File: src/rtl/trigger_encoder.sv
// Trigger encoder: four-source trigger qualification with arm/disarm, holdoff, missed-trigger pulse and fire counter.
// Optional build macro TRIG_DEBOUNCE_EN adds a DEBOUNCE-cycle qualifier on the synchronized external trigger.
module trigger_encoder #(
  parameter int PERIOD_W    = 24,
  parameter int HOLDOFF_W   = 16,
  parameter int SYNC_STAGES = 2,
  parameter int DEBOUNCE    = 4
) (
  input  logic                 clk,
  input  logic                 rst,
  input  logic                 arm,
  input  logic                 disarm,
  input  logic [3:0]           src_mask,
  input  logic                 ext_trig_in,
  input  logic                 sw_trig,
  input  logic                 level_hit,
  input  logic [PERIOD_W-1:0]  period,
  input  logic [HOLDOFF_W-1:0] holdoff,
  output logic                 trigger_ready,
  output logic [3:0]           trigger_vector,
  output logic                 missed_trig,
  output logic [15:0]          trig_count
);

  typedef enum logic [1:0] {
    IDLE    = 2'd0,
    ARMED   = 2'd1,
    FIRE    = 2'd2,
    HOLDOFF = 2'd3
  } state_t;

  state_t               state_r;
  logic                 ready_r;
  logic [3:0]           vector_r;
  logic                 missed_r;
  logic [15:0]          count_r;
  logic [HOLDOFF_W-1:0] hold_cnt_r;
  logic [SYNC_STAGES-1:0] sync_r;
  logic                 lvl_prev_r;
  logic [PERIOD_W-1:0]  per_cnt_r;

  logic                 ext_sync_s;
  logic                 ext_evt_s;
  logic                 lvl_evt_s;
  logic                 per_evt_s;
  logic                 active_s;
  logic [PERIOD_W-1:0]  per_last_s;
  logic [3:0]           raw_s;

  assign ext_sync_s = sync_r[SYNC_STAGES-1];
  assign active_s   = (state_r != IDLE);
  assign per_last_s = period - PERIOD_W'(1);

  // Synchronizer chain for the asynchronous external trigger pin.
  always_ff @(posedge clk or posedge rst) begin
    if (rst) begin
      sync_r <= {SYNC_STAGES{1'b0}};
    end else begin
      sync_r <= {sync_r[SYNC_STAGES-2:0], ext_trig_in};
    end
  end

`ifdef TRIG_DEBOUNCE_EN
  localparam int DB_W = (DEBOUNCE > 1) ? $clog2(DEBOUNCE) : 1;
  localparam logic [DB_W-1:0] DB_MAX = DB_W'(DEBOUNCE - 1);

  logic [DB_W-1:0] deb_cnt_r;
  logic            ext_qual_r;

  // The event fires once per qualified high level; the level must drop before re-arming.
  always_comb begin
    ext_evt_s = 1'b0;
    if (ext_sync_s && (deb_cnt_r == DB_MAX) && !ext_qual_r) begin
      ext_evt_s = 1'b1;
    end else begin
      ext_evt_s = 1'b0;
    end
  end

  // Consecutive-high counter and qualified-level latch.
  always_ff @(posedge clk or posedge rst) begin
    if (rst) begin
      deb_cnt_r  <= {DB_W{1'b0}};
      ext_qual_r <= 1'b0;
    end else if (!ext_sync_s) begin
      deb_cnt_r  <= {DB_W{1'b0}};
      ext_qual_r <= 1'b0;
    end else begin
      if (deb_cnt_r != DB_MAX) begin
        deb_cnt_r <= deb_cnt_r + DB_W'(1);
      end
      ext_qual_r <= ext_qual_r | ext_evt_s;
    end
  end
`else
  logic ext_prev_r;

  assign ext_evt_s = ext_sync_s & ~ext_prev_r;

  // Previous synchronized value for rising-edge detection.
  always_ff @(posedge clk or posedge rst) begin
    if (rst) begin
      ext_prev_r <= 1'b0;
    end else begin
      ext_prev_r <= ext_sync_s;
    end
  end
`endif

  assign lvl_evt_s = level_hit & ~lvl_prev_r;

  // Previous level_hit for rising-edge detection.
  always_ff @(posedge clk or posedge rst) begin
    if (rst) begin
      lvl_prev_r <= 1'b0;
    end else begin
      lvl_prev_r <= level_hit;
    end
  end

  // Periodic event at the last count of the interval.
  always_comb begin
    per_evt_s = 1'b0;
    if (active_s && (period != {PERIOD_W{1'b0}}) && (per_cnt_r == per_last_s)) begin
      per_evt_s = 1'b1;
    end else begin
      per_evt_s = 1'b0;
    end
  end

  // Periodic timer; wraps on >= so a shrunk period never strands the count above it.
  always_ff @(posedge clk or posedge rst) begin
    if (rst) begin
      per_cnt_r <= {PERIOD_W{1'b0}};
    end else if (!active_s || (period == {PERIOD_W{1'b0}}) || (per_cnt_r >= per_last_s)) begin
      per_cnt_r <= {PERIOD_W{1'b0}};
    end else begin
      per_cnt_r <= per_cnt_r + PERIOD_W'(1);
    end
  end

  assign raw_s = {lvl_evt_s, per_evt_s, sw_trig, ext_evt_s} & src_mask;

  // Main state machine; ready/vector/missed/count are all registered here.
  always_ff @(posedge clk or posedge rst) begin
    if (rst) begin
      state_r    <= IDLE;
      ready_r    <= 1'b0;
      vector_r   <= 4'b0000;
      missed_r   <= 1'b0;
      count_r    <= 16'h0000;
      hold_cnt_r <= {HOLDOFF_W{1'b0}};
    end else begin
      missed_r <= 1'b0;
      if (disarm) begin
        state_r  <= IDLE;
        ready_r  <= 1'b0;
        vector_r <= 4'b0000;
      end else begin
        case (state_r)
          IDLE: begin
            vector_r <= 4'b0000;
            if (arm) begin
              state_r <= ARMED;
              ready_r <= 1'b1;
              count_r <= 16'h0000;
            end else begin
              ready_r <= 1'b0;
            end
          end
          ARMED: begin
            ready_r <= 1'b1;
            if (|raw_s) begin
              state_r  <= FIRE;
              vector_r <= raw_s;
              count_r  <= count_r + 16'h0001;
            end else begin
              vector_r <= 4'b0000;
            end
          end
          FIRE: begin
            vector_r <= 4'b0000;
            missed_r <= |raw_s;
            if (holdoff != {HOLDOFF_W{1'b0}}) begin
              state_r    <= HOLDOFF;
              ready_r    <= 1'b0;
              hold_cnt_r <= holdoff - HOLDOFF_W'(1);
            end else begin
              state_r <= ARMED;
              ready_r <= 1'b1;
            end
          end
          HOLDOFF: begin
            vector_r <= 4'b0000;
            missed_r <= |raw_s;
            if (hold_cnt_r == {HOLDOFF_W{1'b0}}) begin
              state_r <= ARMED;
              ready_r <= 1'b1;
            end else begin
              hold_cnt_r <= hold_cnt_r - HOLDOFF_W'(1);
              ready_r    <= 1'b0;
            end
          end
          default: begin
            state_r  <= IDLE;
            ready_r  <= 1'b0;
            vector_r <= 4'b0000;
          end
        endcase
      end
    end
  end

  assign trigger_ready  = ready_r;
  assign trigger_vector = vector_r;
  assign missed_trig    = missed_r;
  assign trig_count     = count_r;

endmodule
File: config.mk
export PLATFORM = sky130hd
export DESIGN_NAME = trigger_encoder
export DESIGN_NICKNAME = d
export VERILOG_FILES = /design/src/rtl/trigger_encoder.sv
export SDC_FILE = /design/constraint.sdc
export NUM_CORES = 1
export LEC_CHECK = 0
export CAP_MARGIN = 10
export CORE_UTILIZATION = 54
export CTS_CLUSTER_DIAMETER = 40
export DETAILED_ROUTE_END_ITERATION = 12
export GPL_TIMING_DRIVEN = 0
export PLACE_DENSITY = 0.8
export SLEW_MARGIN = 5
export SYNTH_ARGS = -nofsm -noshare
export SYNTH_HDL_FRONTEND = slang
export SYNTH_SLANG_ARGS = --single-unit
File: constraint.sdc
create_clock -name clk -period 4.8 [get_ports clk]
set_input_delay 0.72 -clock clk [delete_from_list [all_inputs] [get_ports clk]]
set_output_delay 0.72 -clock clk [all_outputs]
set_load 0.01 [all_outputs]
# == Yosys cells after proc, flatten, opt, wreduce, memory -nomap -nowiden ==
# Cells that the tools add are included.
# word_totals
reg_bits,68
in_bits,51
# classes
add_sub_neg,5
order_cmp,1
eq_ne,11
n_mux,24
n_bitwise,6
n_reduce_logical,19
# ops
cell,count
$mux 16,4
$pmux 16 s2,2
$sub 16x1->16 const B,2
$add 24x1->24 const B,1
$eq 24x24->1,1
$ge 24x24->1,1
$logic_not 24->1,1
$mux 24,1
$reduce_bool 24->1,1
$sub 24x1->24 const B,1
$add 16x1->16 const B,1
$logic_not 16->1,1
$reduce_bool 16->1,1
$mux 2,5
$ne 3x3->1 const B,3
$mux 4,2
$ne 2x2->1 const B,4
$pmux 2 s4,1
$pmux 4 s2,1
$reduce_and 4->1,2
$mux 1,7
$reduce_bool 2->1,3
$and 4x4->4,1
$eq 2x2->1 const B,2
other kinds (12),17

# == Depth between registers and ports, before layout ==
# depth
depth_word,9
mapped_depth,15
ltp_nobuf,13

# == Worst setup path before layout ==
# Ideal clock, no wire load.
# synth_path
kind,input port to flip-flop
start,in period[2]
end,"reg count_r[0], in the netlist trig_count[0]"
setup_ns,0.121
arrival_time_ns,3.997
required_time_ns,4.679
setup_slack_ns,0.682
cell_stages,14
cell_sequence,nor4_1 nor4b_1 nand2_1 or4_1 nor4_1 xnor2_1 ha_1 nand4_1 nor4_1 and4b_1 a21o_1 buf_6 mux2_4 a22o_1
# synth_via
elab_chain_cells,8
# synth_lines
item,line_no,rtl
from (decl),17,"input logic [PERIOD_W-1:0] period,"
$sub 24x1->24 / $reduce_bool 24->1 (equally long branches),"52, 124",
$eq 24x24->1 / $logic_and 1x1->1 (equally long branches),124,if (active_s && (period != {PERIOD_W{1'b0}}) && (per_cnt_r == per_last_s)) begin
$logic_and 1x1->1 (*),124,
$mux 1 (*),124,
$and 4x4->4 (*),142,"assign raw_s = {lvl_evt_s, per_evt_s, sw_trig, ext_evt_s} & src_mask;"
$reduce_or 4->1 (*),173,if (|raw_s) begin
$ne 2x2->1 (no source line) (*),-,
$reduce_and 4->1 (no source line) (*),-,
to (signal assigned),176,count_r <= count_r + 16'h0001;
to (decl),36,logic [15:0] count_r;
# Every way passes the cells marked *; elsewhere a longest branch is shown, timed or not.
# A chain may end at the register's enable or synchronous reset.

# == Final worst setup path ==
# layout_path
start,reg state_r[0]
end,reg hold_cnt_r[14]
# layout_via
elab_chain_cells,3
# layout_lines
item,line_no,rtl
from (decl),32,state_t state_r;
from (signal assigned),147,state_r <= IDLE;
from (signal assigned),156,state_r <= IDLE;
from (signal assigned),164,state_r <= ARMED;
$eq 2x2->1,160,case (state_r)
$ne 2x2->1 (no source line) / $reduce_bool 2->1 (equally long branches),-,
$reduce_and 4->1 (no source line),-,
to (signal assigned),152,hold_cnt_r <= {HOLDOFF_W{1'b0}};
to (signal assigned),187,hold_cnt_r <= holdoff - HOLDOFF_W'(1);
to (signal assigned),200,hold_cnt_r <= hold_cnt_r - HOLDOFF_W'(1);
to (decl),37,logic [HOLDOFF_W-1:0] hold_cnt_r;
# Parallel ways exist; a longest one is shown, timed or not.

==> flow_summary.ini <==
[finish]
area_growth_pct = 22.8
nFillCells = 697
design_area_um2 = 6200
diodes = 0
final_cell_mix = 72 x clkdlybuf4s50_1, 68 x dfrtp_1, 57 x nor3_1
fin_cells = 780
final_common_cell = clkdlybuf4s50_1
final_util_pct = 69.8
layout-drive-gt1-share_pct = 5.95
nets = 752

[worst_setup_path]
critPathArrivalTime_ns = 4.86
required_ns = 5.08
critPathLaunchType = flip-flop
crit_fanout = 10
worstSetupPathType = reg2reg
end_kind = flip-flop

[cts]
worstSkewPairLatency_ns = 0.35
cts_root_buf = clkbuf_8
path_clk_slew_ns = 0.08
numCtsBuffers = 9
htreeDepth = 3
cts_tree = built
clock_sinks = 68
cts_buffer_depth = 2
hold_buffers = 0

[sta]
clock_skew_ns = 0.00706
tightest_slew_ns = 0.852
max_freq_mhz = 218
slew_headroom_pct = 43.2
finalCritPeriodShare_pct = 95.5
setup_viol = 0
hold_viol = 0
rsz0062_at_grt = false
final_max_slew_viol_count = 0
period_needed_ns = 4.58

[synth]
yosys.area.top_type = dfrtp_1
async_reset_ff_share_pct = 100
syn_area_um2 = 5050
yosysWarnings = 0
synth_cells = 583
synthAdderAreaFrac_pct = 8.42
synth_top_family_by_area = simple AND/OR/NAND/NOR gates
synth_ff_type = dfrtp_1
synth.area.top_cells = dfrtp_1 34%, ha_1 8.4%, xnor2_1 6.1%
synth-compound-area-share_pct = 13.9
synth_edf_count = 0
synth_area_per_cell_um2 = 8.67
synthMuxAreaShare_pct = 1.91
synth_nets = 668
ys_seq_elements = 68
ys_types = 58
yosysSeqAreaShare_pct = 33.7
yosys.area_share.simple_pct = 28.6
synthXorXnorAreaFrac_pct = 9.71
netlist.area_leader.share_pct = 33.7

[floorplanning]
start_util_pct = 56.8
rows = 34
io-pin-count = 73
core_um2 = 8890
fp.dieW_um = 98.7
die_h_um = 98.7
die_area_um2 = 9750

[route]
top_layer_used = met4
wl_met1_mm = 5.93
antenna_left = 0
dr.pass1.iters = 5
wl_met2_mm = 6.70
vias = 5004
drc = 0
first_iter_violations = 293
drt-vias-per-instance = 6.42
avgRoutedWirePerCell_um = 17.9
met3_length_mm = 1.05
wl_mm = 13.9

[grt]
grt_pass1_wl_mm = 22.8
grt_pass1_vias = 4884
grt_max_degree = 69
grt_remaining_overflow = 0
grt_util_all_layers_pct = 29.3
antenna_found_initial = 0

[worst_hold_path]
hp-class = reg2reg

[power]
switching_share_pct = 33.7
power_frac_seq_pct = 44.1
power_per_cell_area_nw_per_um2 = 292
irDropWorstVdd_uv = 196
power.internal_uw = 1200
clkPwrFrac_pct = 29.9
p_sw_uw = 609
comb_power_share_pct = 26.0
p_leak_uw = 0.00245

[place]
dp_hpwl_mm = 9.79
postPlaceCellArea_um2 = 5910
portBuffers = 72
place.gp.congestion = 0.948
post-place-cells = 763

[job]
maxCapViolations = 0

[outcome]
status = finished, final reports clean
repair_timing:
item / 4_1_cts / 5_1_grt
gates resized for setup: 4 / 9
setup buffers: 0 / 1
hold endpoints to repair: 0 / 0
pin swaps: 0 / 1
endpoints found under the setup margin: 38 / 43
cells in the mapped netlist (all sizes together) (4+ instances only):
cell / instances
o211ai: 5
or4: 8
nand3: 23
o311ai: 5
nand3b: 7
clkbuf: 20
nand2b: 8
ha: 34
o21ai: 16
nor2b: 4
mux2i: 7
dfrtp: 68
a21o: 10
and3: 9
inv: 18
buf: 6
nand2: 45
o22ai: 10
xnor2: 35
xor2: 21
nand4: 22
nor3: 58
nor4: 15
nor3b: 12
a21oi: 16
a31oi: 4
nor2: 44
path summary, 6_finish.rpt:
kind | startpoint | endpoint | slack [ns] | cells past startpoint
setup / recovery | state_r[0] | hold_cnt_r[14] | 0.22 | 13
hold / removal | sync_r[0] | sync_r[1] | 0.36 | 0
setup reg to reg | state_r[0] | hold_cnt_r[14] | 0.22 | 13
hold reg to reg | sync_r[0] | sync_r[1] | 0.36 | 0
max in group asynchronous | rst | hold_cnt_r[7] | 3.34 | 2
min in group asynchronous | rst | per_cnt_r[8] | 0.87 | 2
layout make-up:
type                       instances  area, um^2  area share [%]
buffer                            26         125            2.02
clock buffer                      10         138            2.22
clock inverter                     6        87.6            1.41
inverter                          18        70.1            1.13
multi-input combinational        471        3220            51.9
sequential                        68        1700            27.4
tap                              108         135            2.18
timing repair buffer              73         728            11.7
kinds of logic (layout without fill, tap and decap cells):
kind of cell | Yosys count | in the layout
simple gates | 272 | 272
compound gates | 100 | 100
flops | 68 | 68
xor+xnor | 56 | 56
buf+inv | 44 | 133
fa+ha+maj | 34 | 34
mux | 9 | 9
per-stage QoR:
stage	setup TNS, ns	power, uW	worst slack [ns]	hold WS (ns)
after floorplan	0	1050	0.682	0.331
after global placement	-11.56	1230	-0.497	0.362
after detailed placement	-16.36	1260	-0.585	0.341
after CTS	0	1800	0.0456	0.361
after global routing	0	1900	0.00863	0.368
final	0	1810	0.216	0.360
registers in the layout, summed over array words and instances (netlist names), 2 cells and up:
signal,cells
hold_cnt_r,16
trig_count,16
per_cnt_r,24
state_r,2
sync_r,2
trigger_vector,4
power by group through the flow:
stage          Sequential, uW  Combinational (uW)  Clock (uW)
2_1_floorplan             778                 274           0
3_3_place_gp              797                 436           0
3_5_place_dp              799                 459           0
4_1_cts                   792                 466         546
5_1_grt                   812                 522         567
6_report                  798                 470         541
critical path: stages, from the launching register on:
cell	delay (ns)
dfrtp_1	0.40
ha_1	0.17
clkbuf_1	0.32
clkbuf_1	0.47
clkbuf_1	0.46
buf_1	0.46
clkbuf_2	0.38
mux2i_1	0.24
ha_1	0.30
o211ai_1	0.26
nor4_1	0.61
xor2_1	0.19
o22ai_1	0.11
a21oi_1	0.16
metal layers:
metal	up-vias	GRT usage (%)
met5	-	0
met4	0	9.64
met3	27	4.89
met2	246	49.3
met1	2382	38.6
li1	2349	-
(Power assumes the default switching activity.)
